`src/rtl/uart_pkg.sv`:
```
// -----------------------------------------------------------------------------
// uart_pkg
// Shared UART definitions used by both the transmitter and the receiver.
//   UART_DATA_BITS  : default number of data bits per frame (LSB first)
//   UART_OVERSAMPLE : default number of oversample ticks per bit period
//   rx_state_t      : receiver FSM state encoding
// -----------------------------------------------------------------------------
package uart_pkg;

   localparam int UART_DATA_BITS  = 8;
   localparam int UART_OVERSAMPLE = 16;

   typedef enum logic [2:0] {
      RX_IDLE   = 3'd0,
      RX_START  = 3'd1,
      RX_DATA   = 3'd2,
      RX_PARITY = 3'd3,
      RX_STOP   = 3'd4
   } rx_state_t;

endpackage : uart_pkg

```
`src/rtl/uart_rx_sync.sv`:
```
// -----------------------------------------------------------------------------
// uart_rx_sync
// Two-flop synchronizer bringing the asynchronous serial line into the clk
// domain. Both flops reset to 1 so the line reads idle (high) out of reset
// and no false start edge is seen when reset is released.
// Ports:
//   clk    in  system clock
//   rst    in  asynchronous active-high reset
//   line   in  asynchronous serial line
//   synced out synchronized copy of line (2 clk latency)
// -----------------------------------------------------------------------------
module uart_rx_sync
   import uart_pkg::*;
(
   input  logic clk,
   input  logic rst,
   input  logic line,
   output logic synced
);

   logic meta_r;
   logic sync_r;

   // Two-stage synchronizer chain, idle-high reset value.
   always_ff @(posedge clk or posedge rst) begin
      if (rst) begin
         meta_r <= 1'b1;
         sync_r <= 1'b1;
      end else begin
         meta_r <= line;
         sync_r <= meta_r;
      end
   end

   assign synced = sync_r;

endmodule : uart_rx_sync

```
`src/rtl/uart_receiver.sv`:
```
// -----------------------------------------------------------------------------
// uart_receiver
// Recovers start + DATA_BITS + [parity] + stop frames from a serial line that
// is sampled on an oversample tick (OVERSAMPLE ticks per bit). Each received
// byte is presented on a valid/ready handshake together with framing and
// parity status; a frame that completes while the previous byte is still
// unaccepted is dropped and signalled by a one-clock overrun pulse.
//
// Build option: define UART_RX_PARITY_EN to expect an even-parity bit between
// the last data bit and the stop bit. Without it the frame is 8N1 and
// parity_err is tied low.
//
// Ports:
//   clk         in   system clock
//   rst         in   asynchronous active-high reset
//   tick        in   oversample enable, one-clk pulse per oversample period
//   serial_in   in   asynchronous serial line, idle high
//   rx_data     out  received byte, stable while rx_valid=1
//   rx_valid    out  byte available, held until accepted
//   rx_ready    in   consumer accepts when rx_valid & rx_ready at posedge clk
//   framing_err out  stop bit of the held byte sampled 0
//   parity_err  out  parity mismatch of the held byte
//   overrun     out  one-clk pulse: frame completed while byte unaccepted
// -----------------------------------------------------------------------------
module uart_receiver
   import uart_pkg::*;
#(
   parameter int OVERSAMPLE = UART_OVERSAMPLE,
   parameter int DATA_BITS  = UART_DATA_BITS
)
(
   input  logic                 clk,
   input  logic                 rst,
   input  logic                 tick,
   input  logic                 serial_in,
   output logic [DATA_BITS-1:0] rx_data,
   output logic                 rx_valid,
   input  logic                 rx_ready,
   output logic                 framing_err,
   output logic                 parity_err,
   output logic                 overrun
);

   localparam int TW = $clog2(OVERSAMPLE);
   localparam int BW = $clog2(DATA_BITS + 1);

   localparam logic [TW-1:0] TICK_ZERO = TW'(0);
   localparam logic [TW-1:0] TICK_ONE  = TW'(1);
   localparam logic [TW-1:0] TICK_MID  = TW'(OVERSAMPLE / 2 - 1);
   localparam logic [TW-1:0] TICK_LAST = TW'(OVERSAMPLE - 1);
   localparam logic [BW-1:0] BIT_ZERO  = BW'(0);
   localparam logic [BW-1:0] BIT_ONE   = BW'(1);
   localparam logic [BW-1:0] BIT_LAST  = BW'(DATA_BITS - 1);

   localparam logic [2:0] ST_IDLE   = RX_IDLE;
   localparam logic [2:0] ST_START  = RX_START;
   localparam logic [2:0] ST_DATA   = RX_DATA;
   localparam logic [2:0] ST_PARITY = RX_PARITY;
   localparam logic [2:0] ST_STOP   = RX_STOP;

   logic                 line_s;
   logic                 prev_r;
   logic                 fall_s;
   logic [2:0]           state_r;
   logic [TW-1:0]        tick_cnt_r;
   logic [BW-1:0]        bit_cnt_r;
   logic [DATA_BITS-1:0] shreg_r;
   logic                 frame_done_s;
   logic                 load_s;
   logic [DATA_BITS-1:0] rx_data_r;
   logic                 rx_valid_r;
   logic                 framing_err_r;
   logic                 overrun_r;

   uart_rx_sync u_sync (
      .clk    (clk),
      .rst    (rst),
      .line   (serial_in),
      .synced (line_s)
   );

   // Previous synced line value for start-edge detection.
   always_ff @(posedge clk or posedge rst) begin
      if (rst) begin
         prev_r <= 1'b1;
      end else begin
         prev_r <= line_s;
      end
   end

   assign fall_s = prev_r & ~line_s;

   // The stop bit is sampled combinationally in the terminal tick cycle so the
   // holding register can load on that same edge (rx_valid one clk later).
   assign frame_done_s = (state_r == ST_STOP) && tick && (tick_cnt_r == TICK_LAST);
   assign load_s       = frame_done_s && (!rx_valid_r || rx_ready);

`ifdef UART_RX_PARITY_EN
   logic parity_bit_r;
   logic parity_err_r;

   // Even parity: XOR over data and parity bit must be 0.
   function automatic logic parity_mismatch(input logic [DATA_BITS-1:0] data,
                                            input logic                 par);
      return (^data) ^ par;
   endfunction
`endif

   // Receive FSM: start qualification, data shift, optional parity, stop.
   always_ff @(posedge clk or posedge rst) begin
      if (rst) begin
         state_r    <= ST_IDLE;
         tick_cnt_r <= TICK_ZERO;
         bit_cnt_r  <= BIT_ZERO;
         shreg_r    <= '0;
`ifdef UART_RX_PARITY_EN
         parity_bit_r <= 1'b0;
`endif
      end else begin
         case (state_r)
            ST_IDLE: begin
               // A new falling edge is required, so a line held low after a
               // framing error never restarts the FSM.
               if (fall_s) begin
                  state_r    <= ST_START;
                  tick_cnt_r <= TICK_ZERO;
               end
            end
            ST_START: begin
               if (tick) begin
                  if (tick_cnt_r == TICK_MID) begin
                     if (!line_s) begin
                        state_r    <= ST_DATA;
                        tick_cnt_r <= TICK_ZERO;
                        bit_cnt_r  <= BIT_ZERO;
                     end else begin
                        // Line went back high before mid-bit: glitch.
                        state_r <= ST_IDLE;
                     end
                  end else begin
                     tick_cnt_r <= tick_cnt_r + TICK_ONE;
                  end
               end
            end
            ST_DATA: begin
               if (tick) begin
                  if (tick_cnt_r == TICK_LAST) begin
                     shreg_r    <= {line_s, shreg_r[DATA_BITS-1:1]};
                     tick_cnt_r <= TICK_ZERO;
                     if (bit_cnt_r == BIT_LAST) begin
`ifdef UART_RX_PARITY_EN
                        state_r <= ST_PARITY;
`else
                        state_r <= ST_STOP;
`endif
                     end else begin
                        bit_cnt_r <= bit_cnt_r + BIT_ONE;
                     end
                  end else begin
                     tick_cnt_r <= tick_cnt_r + TICK_ONE;
                  end
               end
            end
            ST_PARITY: begin
               if (tick) begin
                  if (tick_cnt_r == TICK_LAST) begin
`ifdef UART_RX_PARITY_EN
                     parity_bit_r <= line_s;
`endif
                     tick_cnt_r <= TICK_ZERO;
                     state_r    <= ST_STOP;
                  end else begin
                     tick_cnt_r <= tick_cnt_r + TICK_ONE;
                  end
               end
            end
            ST_STOP: begin
               if (tick) begin
                  if (tick_cnt_r == TICK_LAST) begin
                     tick_cnt_r <= TICK_ZERO;
                     state_r    <= ST_IDLE;
                  end else begin
                     tick_cnt_r <= tick_cnt_r + TICK_ONE;
                  end
               end
            end
            default: begin
               state_r    <= ST_IDLE;
               tick_cnt_r <= TICK_ZERO;
               bit_cnt_r  <= BIT_ZERO;
            end
         endcase
      end
   end

   // Output holding register with valid/ready handshake and overrun pulse.
   always_ff @(posedge clk or posedge rst) begin
      if (rst) begin
         rx_data_r     <= '0;
         rx_valid_r    <= 1'b0;
         framing_err_r <= 1'b0;
         overrun_r     <= 1'b0;
      end else begin
         overrun_r <= 1'b0;
         if (load_s) begin
            rx_data_r     <= shreg_r;
            framing_err_r <= ~line_s;
            rx_valid_r    <= 1'b1;
         end else if (frame_done_s) begin
            // Held byte unaccepted: drop the new one, keep the old flags.
            overrun_r <= 1'b1;
         end else if (rx_valid_r && rx_ready) begin
            rx_valid_r <= 1'b0;
         end else begin
            rx_valid_r <= rx_valid_r;
         end
      end
   end

`ifdef UART_RX_PARITY_EN
   // Parity status captured alongside the byte it belongs to.
   always_ff @(posedge clk or posedge rst) begin
      if (rst) begin
         parity_err_r <= 1'b0;
      end else if (load_s) begin
         parity_err_r <= parity_mismatch(shreg_r, parity_bit_r);
      end else begin
         parity_err_r <= parity_err_r;
      end
   end

   assign parity_err = parity_err_r;
`else
   assign parity_err = 1'b0;
`endif

   assign rx_data     = rx_data_r;
   assign rx_valid    = rx_valid_r;
   assign framing_err = framing_err_r;
   assign overrun     = overrun_r;

endmodule : uart_receiver
```
`config.mk`:
```
export PLATFORM = sky130hd
export DESIGN_NAME = uart_receiver
export DESIGN_NICKNAME = d
export VERILOG_FILES = /design/src/rtl/uart_pkg.sv /design/src/rtl/uart_rx_sync.sv /design/src/rtl/uart_receiver.sv
export SDC_FILE = /design/constraint.sdc
export NUM_CORES = 1
export LEC_CHECK = 0
export CELL_PAD_IN_SITES_DETAIL_PLACEMENT = 0
export CELL_PAD_IN_SITES_GLOBAL_PLACEMENT = 1
export CORE_ASPECT_RATIO = 1.75
export CORE_UTILIZATION = 40
export DETAILED_ROUTE_END_ITERATION = 10
export PLACE_DENSITY_LB_ADDON = 0.1
export SLEW_MARGIN = 0
export SYNTH_ARGS = -nofsm -noshare
export SYNTH_HDL_FRONTEND = slang
export SYNTH_HIERARCHICAL = 1
export SYNTH_SLANG_ARGS = --single-unit
```
`constraint.sdc`:
```
create_clock -name clk -period 1.74 [get_ports clk]
set_input_delay 0.435 -clock clk [delete_from_list [all_inputs] [get_ports clk]]
set_output_delay 0.435 -clock clk [all_outputs]
set_load 0.005 [all_outputs]
```
### Word level (Yosys, flattened, before mapping)

Index checks and enable logic that the tools add are counted.
Widths: inputs -> output; s select.

* register bits after elaboration: 33
* bits of input ports: 5
* output and inout port bits: 12
* word-level logic and storage cells: 83

* add/sub/neg operators: 2
* eq/ne operators: 22
* mux-type cells: 30
* bitwise gates (word level): 3
* reduce and logical (&&, ||, !) cells: 15

Operators by type and width (count)
* $mux 4: 11
* $mux 3: 10
* $pmux 4 s3: 2
* $ne 2x2->1 const B: 11
* $pmux 3 s5: 1
* $reduce_and 10->1: 1
* $add 4x1->4 const B: 2
* $eq 4x3->1 const B: 2
* $reduce_and 7->1: 1
* $eq 3x2->1 const B: 2
* $ne 2x1->1 const B: 3
* $reduce_or 3->1: 2
* $mux 1: 5
* $eq 4x4->1 const B: 1
* $logic_and 1x1->1: 4
* $reduce_and 4->1: 1
* $eq 3x1->1 const B: 1
* $eq 3x3->1 const B: 1
* $logic_not 3->1: 1
* $ne 3x3->1 const B: 1
* $reduce_and 3->1: 1
* $mux 2: 1
* $not 1->1: 2
* $reduce_and 2->1: 1
* other kinds (4): 4

### Logic depth before layout (Yosys ltp)

* depth in word-level cells: 6
* depth in mapped cells: 6
* mapped depth without buffers: 5

### By module

The synthesis kept the hierarchy.

By module, submodules not included
* uart_receiver: instances 1, cells each 132, area each 1551.5 sq um, seq. area each 777.0 sq um
* uart_rx_sync: instances 1, cells each 3, area each 56.3 sq um, seq. area each 52.6 sq um

### Worst setup path before layout

No wires, ideal clock.

* path type: register to register
* start point: reg prev_r
* end point: reg state_r[0]
* library setup time: 0.128 ns
* arrival: 1.663 ns
* data required time: 1.612 ns
* setup slack: -0.050 ns
* stages on the path, launching flop included: 5
* path buffers: 0
* clock period less this slack: 1.790 ns
* cell sequence: dfstp_2 -> or4b_1 -> a31o_2 -> a21oi_4 -> mux2_1

* cells in the longest elaborated chain, start to end: 3

RTL lines
* start: declaration: RTL line uart_receiver.sv:62 `logic prev_r;`
* start signal: assignment: RTL line uart_receiver.sv:87 `prev_r <= line_s;`
* $and 1x1->1: RTL line uart_receiver.sv:91 `assign fall_s = prev_r & ~line_s;`
* $ne 2x2->1 (no source line)
* $reduce_and 10->1 (no source line)
* end signal: assignment: RTL line uart_receiver.sv:112 `state_r <= ST_IDLE;`
* end signal: assignment: RTL line uart_receiver.sv:125 `state_r <= ST_START;`
* end signal: assignment: RTL line uart_receiver.sv:133 `state_r <= ST_DATA;`
* end: declaration: RTL line uart_receiver.sv:64 `logic [2:0] state_r;`

No other way between the ends.
A chain may end at the register's enable or synchronous reset.

### Worst setup path in the final report

Same ends and word-level chain as after synthesis.

==> key figures <==
Clock network
  • TritonCTS clock tree: done
  • Worst-path clk slew: 0.07 ns
  • Clk sinks: 33
  • CTS Buffer Depth: 2
  • Root Driver: clkbuf_8
  • CTS buffer count: 5
  • H-Tree Depth: 2
  • Hold-fix buffers, CTS: 0
  • Later-pin clock latency in the skew report: 0.28 ns

Timing
  • Period utilization: 104%
  • Shortest period the worst path allows: 1.81 ns
  • Setup violations, final: 3
  • Setup TNS: -0.116 ns
  • FMAX: 553 MHz
  • RSZ-0062 raised after global routing: true
  • PnR worst setup slack: -0.0669 ns
  • Setup Skew: 0.00572 ns
  • Final hold vios: 0
  • Fin. max-slew vios: 0

Global route
  • Vias in the first global route: 1,226
  • Grt ovf: 0
  • Antenna violations before repair: 0
  • First-pass GRT wire length: 5.65 mm
  • GRT Total Usage: 17.8%
  • Pin count of the biggest net entering global routing: 22

Flow run
  • Max_cap viols: 0

Die
  • Total I/O pin count: 17
  • Die Span X: 49.9 µm
  • Die Span Y: 85.9 µm
  • Effective utilization at floorplan: 41.6%
  • Core ar.: 0.00387 mm²
  • DIE AREA: 0.00429 mm²
  • Row Count: 30

Drt
  • Vias: 1,157
  • Drt first-iter violations: 10
  • Routed WL per cell: 14.7 µm
  • 1st-pass router iterations: 4
  • Vias per Instance: 5.14
  • DRC: 0
  • Antenna Violating Nets Remaining: 0
  • Post-Route WL: 3.30 mm

Yosys
  • Synth area leader: dfrtp_1
  • Syn nets: 142
  • Top cell type's share of synthesized area: 46.7%
  • Complex-gate fraction of the synthesized area: 9.81%
  • Adder-cell share of the synthesized area: 1.56%
  • Register area share after synthesis: 51.6%
  • Largest family of logic cells by synthesized area: multiplexers
  • Syn Inst Count: 135
  • Synth area leaders: dfrtp_1 (47%), mux2_1 (13%), dfstp_2 (4.9%)
  • Synth Register Bits: 33
  • Yosys Warn Count: 6
  • Number of synthesized flops with an enable pin: 0
  • Multiplexer share of the synthesized area: 15.7%
  • Async SR Flop Fraction: 100%
  • Post-synthesis simple-gate area fraction: 15.0%
  • Synth Cell Area: 0.00161 mm²
  • Syn avg cell area: 11.9 µm²
  • Unique masters post-synth: 43
  • Main synth FF type: dfrtp_1
  • Synth Area in XOR/XNOR: 1.71%

Min path
  • Hold crit path type: reg -> reg
  • Hold Path Origin: u_sync/meta_r$_DFF_PP1_

Cells and area
  • Final Net Count: 183
  • Commonest non-fill, non-tap cells in the layout: dfrtp_1 (30), buf_4 (23), mux2_1 (17)
  • Layout cells sized above 1: 29.4%
  • Final core occ: 55.7%
  • Most common cell after layout, fill and taps aside: dfrtp_1
  • Diodes inserted: 0
  • P&R area growth vs syn: 33.9%

Setup path
  • Startpoint class of the critical path: register
  • Crit. Startpoint: prev_r$_DFF_PP1_
  • Slowest stage cell, crit path: dfstp_2
  • CP required: 1.91 ns
  • Buffers and inverters on the worst path: 0
  • CP max FO: 6
  • Critical path type: reg -> reg
  • CP delay by family, top: flip-flops
  • Cell Chain, Critical Path: or4b_4 -> a31o_4 -> a21oi_4 -> mux2_4
  • CP Capture Type: register
  • Critical path arrival: 1.97 ns
  • R2r startpoint: prev_r$_DFF_PP1_
  • Largest stage delay on the critical path: 0.51 ns

Status
  • Failing checks: negative setup slack
  • Status: complete, but fails checks

Placed design
  • Port Buffer Count: 15
  • Post-detailed-placement half-perimeter wirelength: 2.43 mm
  • RD Place Congestion: 0.795

Pwr
  • Leakage: 0.00102 µW
  • Pwr per Cell Area: 1300 mW/mm²
  • Worst vdd ir: 898 µV
[cells in the mapped netlist, types with 2 or more instances]
cell type and instances:
dfrtp_1 30, mux2_1 18, inv_1 9, nand2_1 6, nor2_1 6, nor3_1 6
mux2i_1 5, nor2b_1 5, and2_1 3, clkbuf_1 3, dfstp_2 3, nand4_1 3
and3_1 2, buf_2 2, buf_4 2, ha_1 2, nand2b_1 2, o21ai_0 2
o21ai_1 2
[report_power, final]
group / leakage, µW / switching [µW] / total [µW] / internal, µW
logic: 0.000536 / 495 / 1050 / 553
clock network: 0.0000585 / 263 / 729 / 467
registers: 0.000422 / 132 / 1030 / 896
total: 0.00102 / 889 / 2800 / 1920
[flip-flops by register name, summed over array words and instances (netlist names)]
name           count
u_sync/synced      1
tick_cnt_r         4
state_r            3
shreg_r            8
rx_data            8
overrun            1
u_sync/meta_r      1
framing_err        1
prev_r             1
rx_valid           1
bit_cnt_r          4
[cell families after synthesis]
family,count (synthesis)
AND/OR/NAND/NOR,40
flip-flops,33
multiplexers,23
AO/OA/AOI/OAI,19
buffers and inverters,16
adder cells (fa/ha/maj),2
other,1
XOR/XNOR,1
[layer usage]
layer,GRT usage (%),part of all wire [%],up-vias
met5,0,0,-
li1,-,-,556
met1,19.1,38,578
met3,3.72,1.8,7
met2,32.1,58,16
met4,8.83,2.2,0
[final timing paths]
| path | cells past startpoint | end | slack, ns |
|---|---|---|---|
| setup / recovery | 4 | state_r[0]$_DFFE_PP0P_ | -0.07 |
| hold / removal | 0 | u_sync/synced$_DFF_PP1_ | 0.36 |
| hold reg to reg | 0 | u_sync/synced$_DFF_PP1_ | 0.36 |
| max in group asynchronous | 3 | bit_cnt_r[0]$_DFFE_PP0P_ | 0.99 |
| setup reg to reg | 4 | state_r[0]$_DFFE_PP0P_ | -0.07 |
| min in group asynchronous | 3 | state_r[0]$_DFFE_PP0P_ | 0.49 |
[area by class of cell]
cell class              instances  area [µm²]
repair buffers                 41         355
inverters                       9        33.8
well taps                      48        60.1
flip-flops and latches         33         830
clock inverters                 1        30.0
multi-input cells              86         758
fillers                       340        1710
clock buffers                   7        86.3
[what timing repair did]
action / CTS / global route
endpoints found under the setup margin: 13 / 21
setup buffers: 0 / 5
cloned: 1 / 1
pin swaps: 0 / 4
gates resized for setup: 8 / 10
[metrics by stage]
stage                     area (µm²)  worst slack [ns]  hold WS [ns]  total power [µW]  std cells
after floorplan                 1620           -0.0118         0.345              1680        135
after global placement          1940            -0.311         0.349              1940        210
after detailed placement        1940            -0.354         0.352              1970        210
after CTS                       2080           -0.0748         0.369              2730        219
after global routing            2150           -0.0992         0.371              2990        225
final                           2150           -0.0669         0.362              2800        225
No activity file was read; power rests on OpenSTA's default activity.
